$ cat src/rtl/batchnorm_sequencer_pkg.sv
// Shared batchnorm constants, sequencer state type and counter sizing helper.
// No logic here; latency and backpressure are defined by the modules that import it.
package batchnorm_sequencer_pkg;

    localparam int BN_WIDTH      = 16;
    localparam int BN_FRAC       = 8;
    localparam int BN_BATCH_SIZE = 10;
    localparam int BN_FIN_LAT    = 2;

    typedef enum logic [2:0] {
        ST_IDLE,
        ST_CLEAR,
        ST_LOAD,
        ST_FINAL,
        ST_REPLAY,
        ST_DONE
    } bn_state_t;

    // Bits needed to hold every value 0..n inclusive.
    function automatic int cnt_width(input int n);
        return (n < 1) ? 1 : $clog2(n + 1);
    endfunction

endpackage

$ cat src/rtl/batchnorm_sequencer_buf.sv
// Batch sample store: synchronous write, asynchronous read, no reset.
// Read data valid in the same cycle as the address; no backpressure (caller gates writes).
module bn_sample_buf #(
    parameter int WIDTH = 16,
    parameter int DEPTH = 10,
    parameter int AW    = 4
) (
    input  logic             i_clk,
    input  logic             i_wr_en,
    input  logic [AW-1:0]    i_wr_addr,
    input  logic [WIDTH-1:0] i_wr_data,
    input  logic [AW-1:0]    i_rd_addr,
    output logic [WIDTH-1:0] o_rd_data
);

    logic [WIDTH-1:0] r_mem [DEPTH];

    always_ff @(posedge i_clk) begin
        if (i_wr_en) begin
            r_mem[i_wr_addr] <= i_wr_data;
        end
    end

    // The replay pointer parks one past the end after a batch; return zero there.
    assign o_rd_data = (int'(i_rd_addr) < DEPTH) ? r_mem[i_rd_addr] : '0;

endmodule

$ cat src/rtl/batchnorm_sequencer.sv
// Sequences one batch: clear accumulator, load BATCH_SIZE samples, finalize FIN_LAT cycles, replay, done.
// Latency: 2 + BATCH_SIZE + FIN_LAT + BATCH_SIZE + 1 cycles unstalled; s_valid low stalls LOAD, m_ready low stalls REPLAY.
module batchnorm_sequencer
    import batchnorm_sequencer_pkg::*;
#(
    parameter int WIDTH      = BN_WIDTH,
    parameter int FRAC       = BN_FRAC,
    parameter int BATCH_SIZE = BN_BATCH_SIZE,
    parameter int FIN_LAT    = BN_FIN_LAT
) (
    input  logic             i_clk,
    input  logic             i_rst,
    input  logic             i_start,
    output logic             o_busy,
    output logic             o_done,
    input  logic             i_s_valid,
    output logic             o_s_ready,
    input  logic [WIDTH-1:0] i_s_data,
    output logic             o_acc_clr,
    output logic             o_acc_en,
    output logic [WIDTH-1:0] o_acc_data,
    output logic             o_acc_final,
    output logic             o_m_valid,
    input  logic             i_m_ready,
    output logic [WIDTH-1:0] o_m_data,
    output logic             o_m_last
);

    localparam int CW = cnt_width(BATCH_SIZE);
    localparam int FW = cnt_width(FIN_LAT);
    localparam logic [CW-1:0] LAST_IDX = CW'(BATCH_SIZE - 1);
    localparam logic [FW-1:0] FIN_LAST = FW'(FIN_LAT - 1);
    localparam bit CFG_OK = (FRAC >= 0) && (FRAC <= WIDTH) &&
                            (BATCH_SIZE >= 2) && (BATCH_SIZE <= 255) &&
                            (FIN_LAT >= 1) && (FIN_LAT <= 15);

    bn_state_t     r_state;
    logic [CW-1:0] r_wr_cnt;
    logic [CW-1:0] r_rd_cnt;
    logic [FW-1:0] r_fin_cnt;

    logic w_run;
    logic w_s_xfer;
    logic w_m_xfer;

    a_cfg_ok: assert property (@(posedge i_clk) CFG_OK);

    // Outputs decode the state register and are forced low while reset is held.
    assign w_run       = !i_rst;
    assign o_busy      = w_run && (r_state != ST_IDLE);
    assign o_done      = w_run && (r_state == ST_DONE);
    assign o_acc_clr   = w_run && (r_state == ST_CLEAR);
    assign o_s_ready   = w_run && (r_state == ST_LOAD);
    assign o_acc_final = w_run && (r_state == ST_FINAL) && (r_fin_cnt == '0);
    assign o_m_valid   = w_run && (r_state == ST_REPLAY);
    assign o_m_last    = o_m_valid && (r_rd_cnt == LAST_IDX);

    assign w_s_xfer    = o_s_ready && i_s_valid;
    assign w_m_xfer    = o_m_valid && i_m_ready;
    assign o_acc_en    = w_s_xfer;
    assign o_acc_data  = i_s_data;

    always_ff @(posedge i_clk) begin
        if (i_rst) begin
            r_state   <= ST_IDLE;
            r_wr_cnt  <= '0;
            r_rd_cnt  <= '0;
            r_fin_cnt <= '0;
        end else begin
            case (r_state)
                ST_IDLE: begin
                    if (i_start) begin
                        r_state <= ST_CLEAR;
                    end
                end
                ST_CLEAR: begin
                    r_wr_cnt  <= '0;
                    r_rd_cnt  <= '0;
                    r_fin_cnt <= '0;
                    r_state   <= ST_LOAD;
                end
                ST_LOAD: begin
                    if (w_s_xfer) begin
                        r_wr_cnt <= r_wr_cnt + 1'b1;
                        if (r_wr_cnt == LAST_IDX) begin
                            r_state <= ST_FINAL;
                        end
                    end
                end
                ST_FINAL: begin
                    if (r_fin_cnt == FIN_LAST) begin
                        r_state <= ST_REPLAY;
                    end else begin
                        r_fin_cnt <= r_fin_cnt + 1'b1;
                    end
                end
                ST_REPLAY: begin
                    if (w_m_xfer) begin
                        r_rd_cnt <= r_rd_cnt + 1'b1;
                        if (r_rd_cnt == LAST_IDX) begin
                            r_state <= ST_DONE;
                        end
                    end
                end
                ST_DONE: begin
                    r_state <= ST_IDLE;
                end
                default: begin
                    r_state <= ST_IDLE;
                end
            endcase
        end
    end

    bn_sample_buf #(
        .WIDTH (WIDTH),
        .DEPTH (BATCH_SIZE),
        .AW    (CW)
    ) u_buf (
        .i_clk     (i_clk),
        .i_wr_en   (w_s_xfer),
        .i_wr_addr (r_wr_cnt),
        .i_wr_data (i_s_data),
        .i_rd_addr (r_rd_cnt),
        .o_rd_data (o_m_data)
    );

endmodule

$ cat config.mk
export PLATFORM = sky130hd
export DESIGN_NAME = batchnorm_sequencer
export DESIGN_NICKNAME = d
export VERILOG_FILES = /design/src/rtl/batchnorm_sequencer_pkg.sv /design/src/rtl/batchnorm_sequencer_buf.sv /design/src/rtl/batchnorm_sequencer.sv
export SDC_FILE = /design/constraint.sdc
export NUM_CORES = 1
export LEC_CHECK = 0
export BUFFER_PORTS_ARGS = -buffer_cell sky130_fd_sc_hd__buf_2
export CAP_MARGIN = 20
export CORE_MARGIN = 2
export CORE_UTILIZATION = 53
export CTS_CLUSTER_SIZE = 24
export DETAILED_ROUTE_END_ITERATION = 10
export GPL_TIMING_DRIVEN = 0
export PLACE_DENSITY = 0.75
export SYNTH_ARGS = -nofsm -noshare
export SYNTH_HDL_FRONTEND = slang
export SYNTH_HIERARCHICAL = 1
export SYNTH_SLANG_ARGS = --single-unit
$ cat constraint.sdc
create_clock -name i_clk -period 3.5 [get_ports i_clk]
set_clock_uncertainty 0.2 [all_clocks]
set_input_delay 0.35 -clock i_clk [delete_from_list [all_inputs] [get_ports i_clk]]
set_output_delay 0.35 -clock i_clk [all_outputs]
set_load 0.05 [all_outputs]
Yosys cells after proc, flatten, opt, wreduce, memory -nomap -nowiden
Memories as Yosys holds them, arrays and structs flattened. A register that Yosys moved wholly into a read port is not among the register bits.
Cells that the tools add are included.

cells by class
  add/subtract/negate cells = 3
  $lt $le $gt $ge = 1
  equality and inequality tests = 15
  muxes and demuxes = 18
  reduce and logical (&&, ||, !) cells = 21

operators with widths
  cell                 number
  $mux 3               6
  $mux 16              1
  $mux 4               4
  $pmux 4 s2           2
  $pmux 3 s5           1
  $logic_and 1x1->1    10
  $add 4x1->4 const B  2
  $eq 4x4->1 const B   2
  $ne 2x2->1 const B   4
  $eq 3x2->1 const B   2
  $eq 3x3->1 const B   2
  $ne 2x1->1 const B   3
  $reduce_and 2->1     3
  $reduce_and 6->1     1
  $reduce_bool 2->1    3
  $lt 4x4->1 const B   1
  $pmux 2 s2           1
  $eq 3x1->1 const B   1
  $logic_not 3->1      1
  $reduce_bool 3->1    1
  $add 2x1->2 const B  1
  $eq 2x1->1 const B   1
  $logic_not 2->1      1
  $mux 1               2
  2 further kinds      2

word-level totals
  register bits = 13
  memory bits (writable) = 160
  input bits = 21
  word-level logic and storage cells = 63
  memories = 1

memories
  memory       words  bits a word  read ports  clocked after Yosys merged registers in  write ports  line                           text
  u_buf.r_mem  10     16           1           1                                        1            batchnorm_sequencer_buf.sv:16  logic [WIDTH-1:0] r_mem [DEPTH];

Depth between registers and ports, before layout
  depth in word-level cells = 7
  depth in mapped cells = 6

Hierarchy
The synthesis kept the hierarchy.

by module, submodules not included
  module               instances  cells each  area each (µm²)  sequential area each (µm²)
  bn_sample_buf        1          344         6,397.4          4,804.6
  batchnorm_sequencer  1          116         923.4            260.2

Worst setup path after synthesis
Ideal clock, no wire load.

  kind = register to register
  start = register r_state[0]
  end = memory u_buf.r_mem[0][0] (enable)
  arrival time = 3.865 ns
  path slack = -0.974 ns
  cell stages (with the launch flop) = 7
  buffers on the path = 1
  period minus slack after synthesis = 4.474 ns
  cells stage by stage = dfxtp_1 > clkbuf_1 > or3b_1 > nor2_1 > and2_1 > or3b_2 > nor3_1

on the way
  cells in the longest elaborated chain, start to end = 5

ends and longest elaborated chain
  what                          line                           text
  from (decl)                   batchnorm_sequencer.sv:37      bn_state_t r_state;
  from (signal assigned)        batchnorm_sequencer.sv:65      r_state <= ST_IDLE;
  from (signal assigned)        batchnorm_sequencer.sv:73      r_state <= ST_CLEAR;
  from (signal assigned)        batchnorm_sequencer.sv:80      r_state <= ST_LOAD;
  $eq 3x2->1                    batchnorm_sequencer.sv:53      assign o_s_ready = w_run && (r_state == ST_LOAD);
  $logic_and 1x1->1             batchnorm_sequencer.sv:53
  net o_s_ready                 batchnorm_sequencer.sv:17      output logic o_s_ready,
  $logic_and 1x1->1             batchnorm_sequencer.sv:58      assign w_s_xfer = o_s_ready && i_s_valid;
  net o_acc_en                  batchnorm_sequencer.sv:20      output logic o_acc_en,
  $mux 1                        batchnorm_sequencer_buf.sv:19  if (i_wr_en) begin
  $mux 1 (not written as such)  batchnorm_sequencer_buf.sv:20  r_mem[i_wr_addr] <= i_wr_data;
  to (decl)                     batchnorm_sequencer_buf.sv:16

The timed path passes the listed nets, and every way through them passes these cells.

Final worst setup path
  start = register r_state[0]
  end = memory u_buf.r_mem[0][2] (enable)

on the way
  cells in the longest elaborated chain, start to end = 5

ends and longest elaborated chain
  what                          line
  $eq 3x2->1                    batchnorm_sequencer.sv:53
  $logic_and 1x1->1             batchnorm_sequencer.sv:53
  $logic_and 1x1->1             batchnorm_sequencer.sv:58
  $mux 1                        batchnorm_sequencer_buf.sv:19
  $mux 1 (not written as such)  batchnorm_sequencer_buf.sv:20

No other way between the ends.

==> out/qor.txt <==
CTS Hold Bufs -> 0
Die W -> 122 um
Mapped cell area -> 7320 um^2
Routed Wire Length -> 14.8 mm
Die Y -> 122 um
Syn. warnings -> 6
CP startpoint kind -> register
Crit path launch -> r_state[0]
Post-layout minimum cycle time -> 3.32 ns
Max Fclk -> 0.301 GHz
Net Sw Frac -> 20.5%
I/O Buffers -> 59
Gr ovfl total -> 0
Internal Power -> 3.29 mW
# rows -> 42
VDD IR max -> 0.325 mV
Clock network power share -> 40.3%
CP Cell Sequence -> clkbuf_1 -> or3b_1 -> nor2_2 -> and2_2 -> or3b_2 -> nor3_4
Slew Viols, Final -> 0
Grt met2 use -> 36.4%
Post-DRT Antenna Nets -> 0
Hold Fails Final Rpt -> 0
CP delay by family, top -> simple AND/OR/NAND/NOR gates
Run status -> finished, final reports clean
Area grow syn2layout -> 16.2%
CTS tree -> yes
CP Depth -> 6
GR Layer Usage met1 -> 26.7%
Finished Layout Cells -> 734
Post-CTS Setup Inserts -> 0
Biggest cell delay along the critical path -> 0.87 ns
Pre-CTS setup slack -> 0.145 ns
Clock transition at the registers of the reported paths -> 0.06 ns
Initial Util -> 54.8%
Setup violators final -> 0
RSZ-0062 raised after global routing -> false
Crit path DAT -> 3.15 ns
GPL Wtd Cong -> 0.758
Critical path peak fanout -> 16
Insertion delay to the later sink of the worst-skew pair -> 0.42 ns
Syn nets -> 487
Tot GR Track Use -> 21.6%
Total Power -> 4.14 mW
Fin crit share -> 94.9%
Psw -> 0.848 mW
Cell leakage power -> 2.84 nW
Crit path capture -> u_buf/r_mem[0][2]
Reg2reg end -> u_buf/r_mem[0][2]
Seq/Total Area, Yosys -> 69.2%
Number of H-tree levels -> 4
Vias in the first global route -> 4,177
Pwr dens -> 487 nW/um^2
Type of the worst setup path -> register to register
Largest net degree at the start of global routing -> 17
Most common cell after layout, fill and taps aside -> edfxtp_1
Post-Synthesis Cells -> 460
Final WS setup -> 0.179 ns
Global-route wire length before repair -> 22.8 mm
Tightest Pin Transition -> 1.11 ns
Layout fillers -> 995
Drt via density -> 5.60
Clk buf depth -> 2
Crit-path slowest cell -> nor3_4
DRC -> 0
Die area -> 14,800 um^2
Synth unique cells -> 46
Clock buffer count from CTS -> 17
Grt peak-use layer -> met2
Nets@finish -> 572
Share of layout cells above drive strength 1 -> 37.1%
Slew margin rel. -> 25.9%
Logic gate share of total power -> 4.8%
Post-cts resize count -> 0
Seq cells post-synth -> 173
IO Count -> 61
Total number of vias -> 4,113
Flop pwr share -> 54.9%
Pre-antenna DRT Iters -> 4
Avg Inst Size Synth -> 15.9 um^2
Flop2flop setup slack -> 0.18 ns
Root buf cell -> clkbuf_16
Required @ worst endpoint -> 3.33 ns
Core area -> 13,300 um^2
Worst Reg-to-Reg Cells -> 6
Placed cell count -> 701
N_diodes -> 0
CP Capture Type -> register
TNS Setup -> 0 ns
Reg-to-Reg Start -> r_state[0]
Violation count after the first detailed-route iteration -> 321
Met3 usage -> 5.22%
DP Wirelength -> 9.69 mm
Most frequent cells in the layout -> edfxtp_1 (160), buf_2 (63), mux2_2 (58)
Clk sinks -> 173
WL per Instance -> 20.2 um
Max Cap Viol -> 0
Critical path buffers and inverters -> 1
HP Class -> primary input to register
Initial antenna violation count -> 0
power groups by stage:
stage | Sequential [mW] | Clock (mW) | Combinational, mW
6_report | 2.28 | 1.67 | 0.198
5_1_grt | 2.28 | 1.80 | 0.216
4_1_cts | 2.28 | 1.71 | 0.200
3_5_place_dp | 2.32 | 0 | 0.200
3_3_place_gp | 2.32 | 0 | 0.194
2_1_floorplan | 2.32 | 0 | 0.137
how the worst min path moves through the flow:
| stage | from | endpoint | slack, ns | cells after the start |
|---|---|---|---|---|
| after floorplan | i_s_data[0] | u_buf/r_mem[0][0] | 0.25 | 0 |
| after global placement | r_rd_cnt[3] | r_rd_cnt[3] | 0.28 | 2 |
| after detailed placement | r_rd_cnt[3] | r_rd_cnt[3] | 0.31 | 2 |
| after CTS | i_s_data[13] | u_buf/r_mem[8][13] | 0.01 | 1 |
| after global routing | i_rst | r_state[1] | 0.04 | 2 |
| final | i_s_data[14] | u_buf/r_mem[2][14] | 0.03 | 1 |
layout make-up:
type	count	area [um^2]	area share (%)
inverters	6	22.5	0.265
well taps	176	220	2.59
plain buffers	40	307	3.60
repair buffers	66	389	4.57
flip-flops and latches	173	5060	59.5
multi-input cells	241	1980	23.3
clock inverters	8	68.8	0.809
clock buffers	24	452	5.31
per-layer routing:
metal | vias to the layer above | wire length (um)
met3 | 24 | 877
li1 | 1930 | -
met1 | 2024 | 6060
met4 | 0 | 318
met2 | 135 | 7560
met5 | - | 0
cell usage after synthesis (all sizes together):
| master | instances | area share, % |
|---|---|---|
| ha | 6 | 1.0 |
| and2 | 1 | 0.086 |
| or2 | 2 | 0.17 |
| o22ai | 32 | 2.7 |
| nor2b | 3 | 0.26 |
| xnor2 | 2 | 0.24 |
| mux2 | 80 | 12 |
| dfxtp | 13 | 3.6 |
| nand3b | 4 | 0.41 |
| nand4b | 1 | 0.12 |
| and3 | 1 | 0.086 |
| mux2i | 1 | 0.14 |
| nor2 | 18 | 0.92 |
| nor3b | 4 | 0.48 |
| or3b | 2 | 0.24 |
| a21o | 1 | 0.10 |
| or3 | 4 | 0.34 |
| a21oi | 12 | 0.87 |
| edfxtp | 160 | 66 |
| clkbuf | 4 | 0.22 |
| inv | 6 | 0.31 |
| o31ai | 16 | 2.1 |
| and4b | 1 | 0.14 |
| nand4bb | 1 | 0.15 |
| a211oi | 2 | 0.21 |
| buf | 36 | 4.0 |
| o21ai | 4 | 0.27 |
| nand2b | 7 | 0.60 |
| nor3 | 6 | 0.41 |
| nand2 | 24 | 1.2 |
| nor4b | 1 | 0.32 |
| nand3 | 3 | 0.21 |
| a2111oi | 1 | 0.12 |
| nor4 | 1 | 0.086 |
registers in the layout (all words and copies together) (netlist names):
register / flops
r_rd_cnt: 4
u_buf/r_mem: 160
r_state: 3
r_fin_cnt: 2
r_wr_cnt: 4
kinds of logic after synthesis:
family	after synthesis	synth area share [%]
xor gates and xnor gates	2	0.239
muxes	81	12.4
DFF	173	69.2
adders and majority gates	6	1.03
buffers and inverters	46	4.49
and+or+nand+nor	84	6.26
AOI/OAI and AO/OA	68	6.36
stage by stage:
step	utilization [%]	cell area, um^2	hold slack, ns
floorplan	-	7350	0.249
global placement	59.0	7870	0.282
detailed placement	59.7	7970	0.310
CTS	63.6	8490	0.0100
global route	63.7	8510	0.0369
finish	63.7	8510	0.0297
Note: power is estimated with default switching activity, not from simulation.
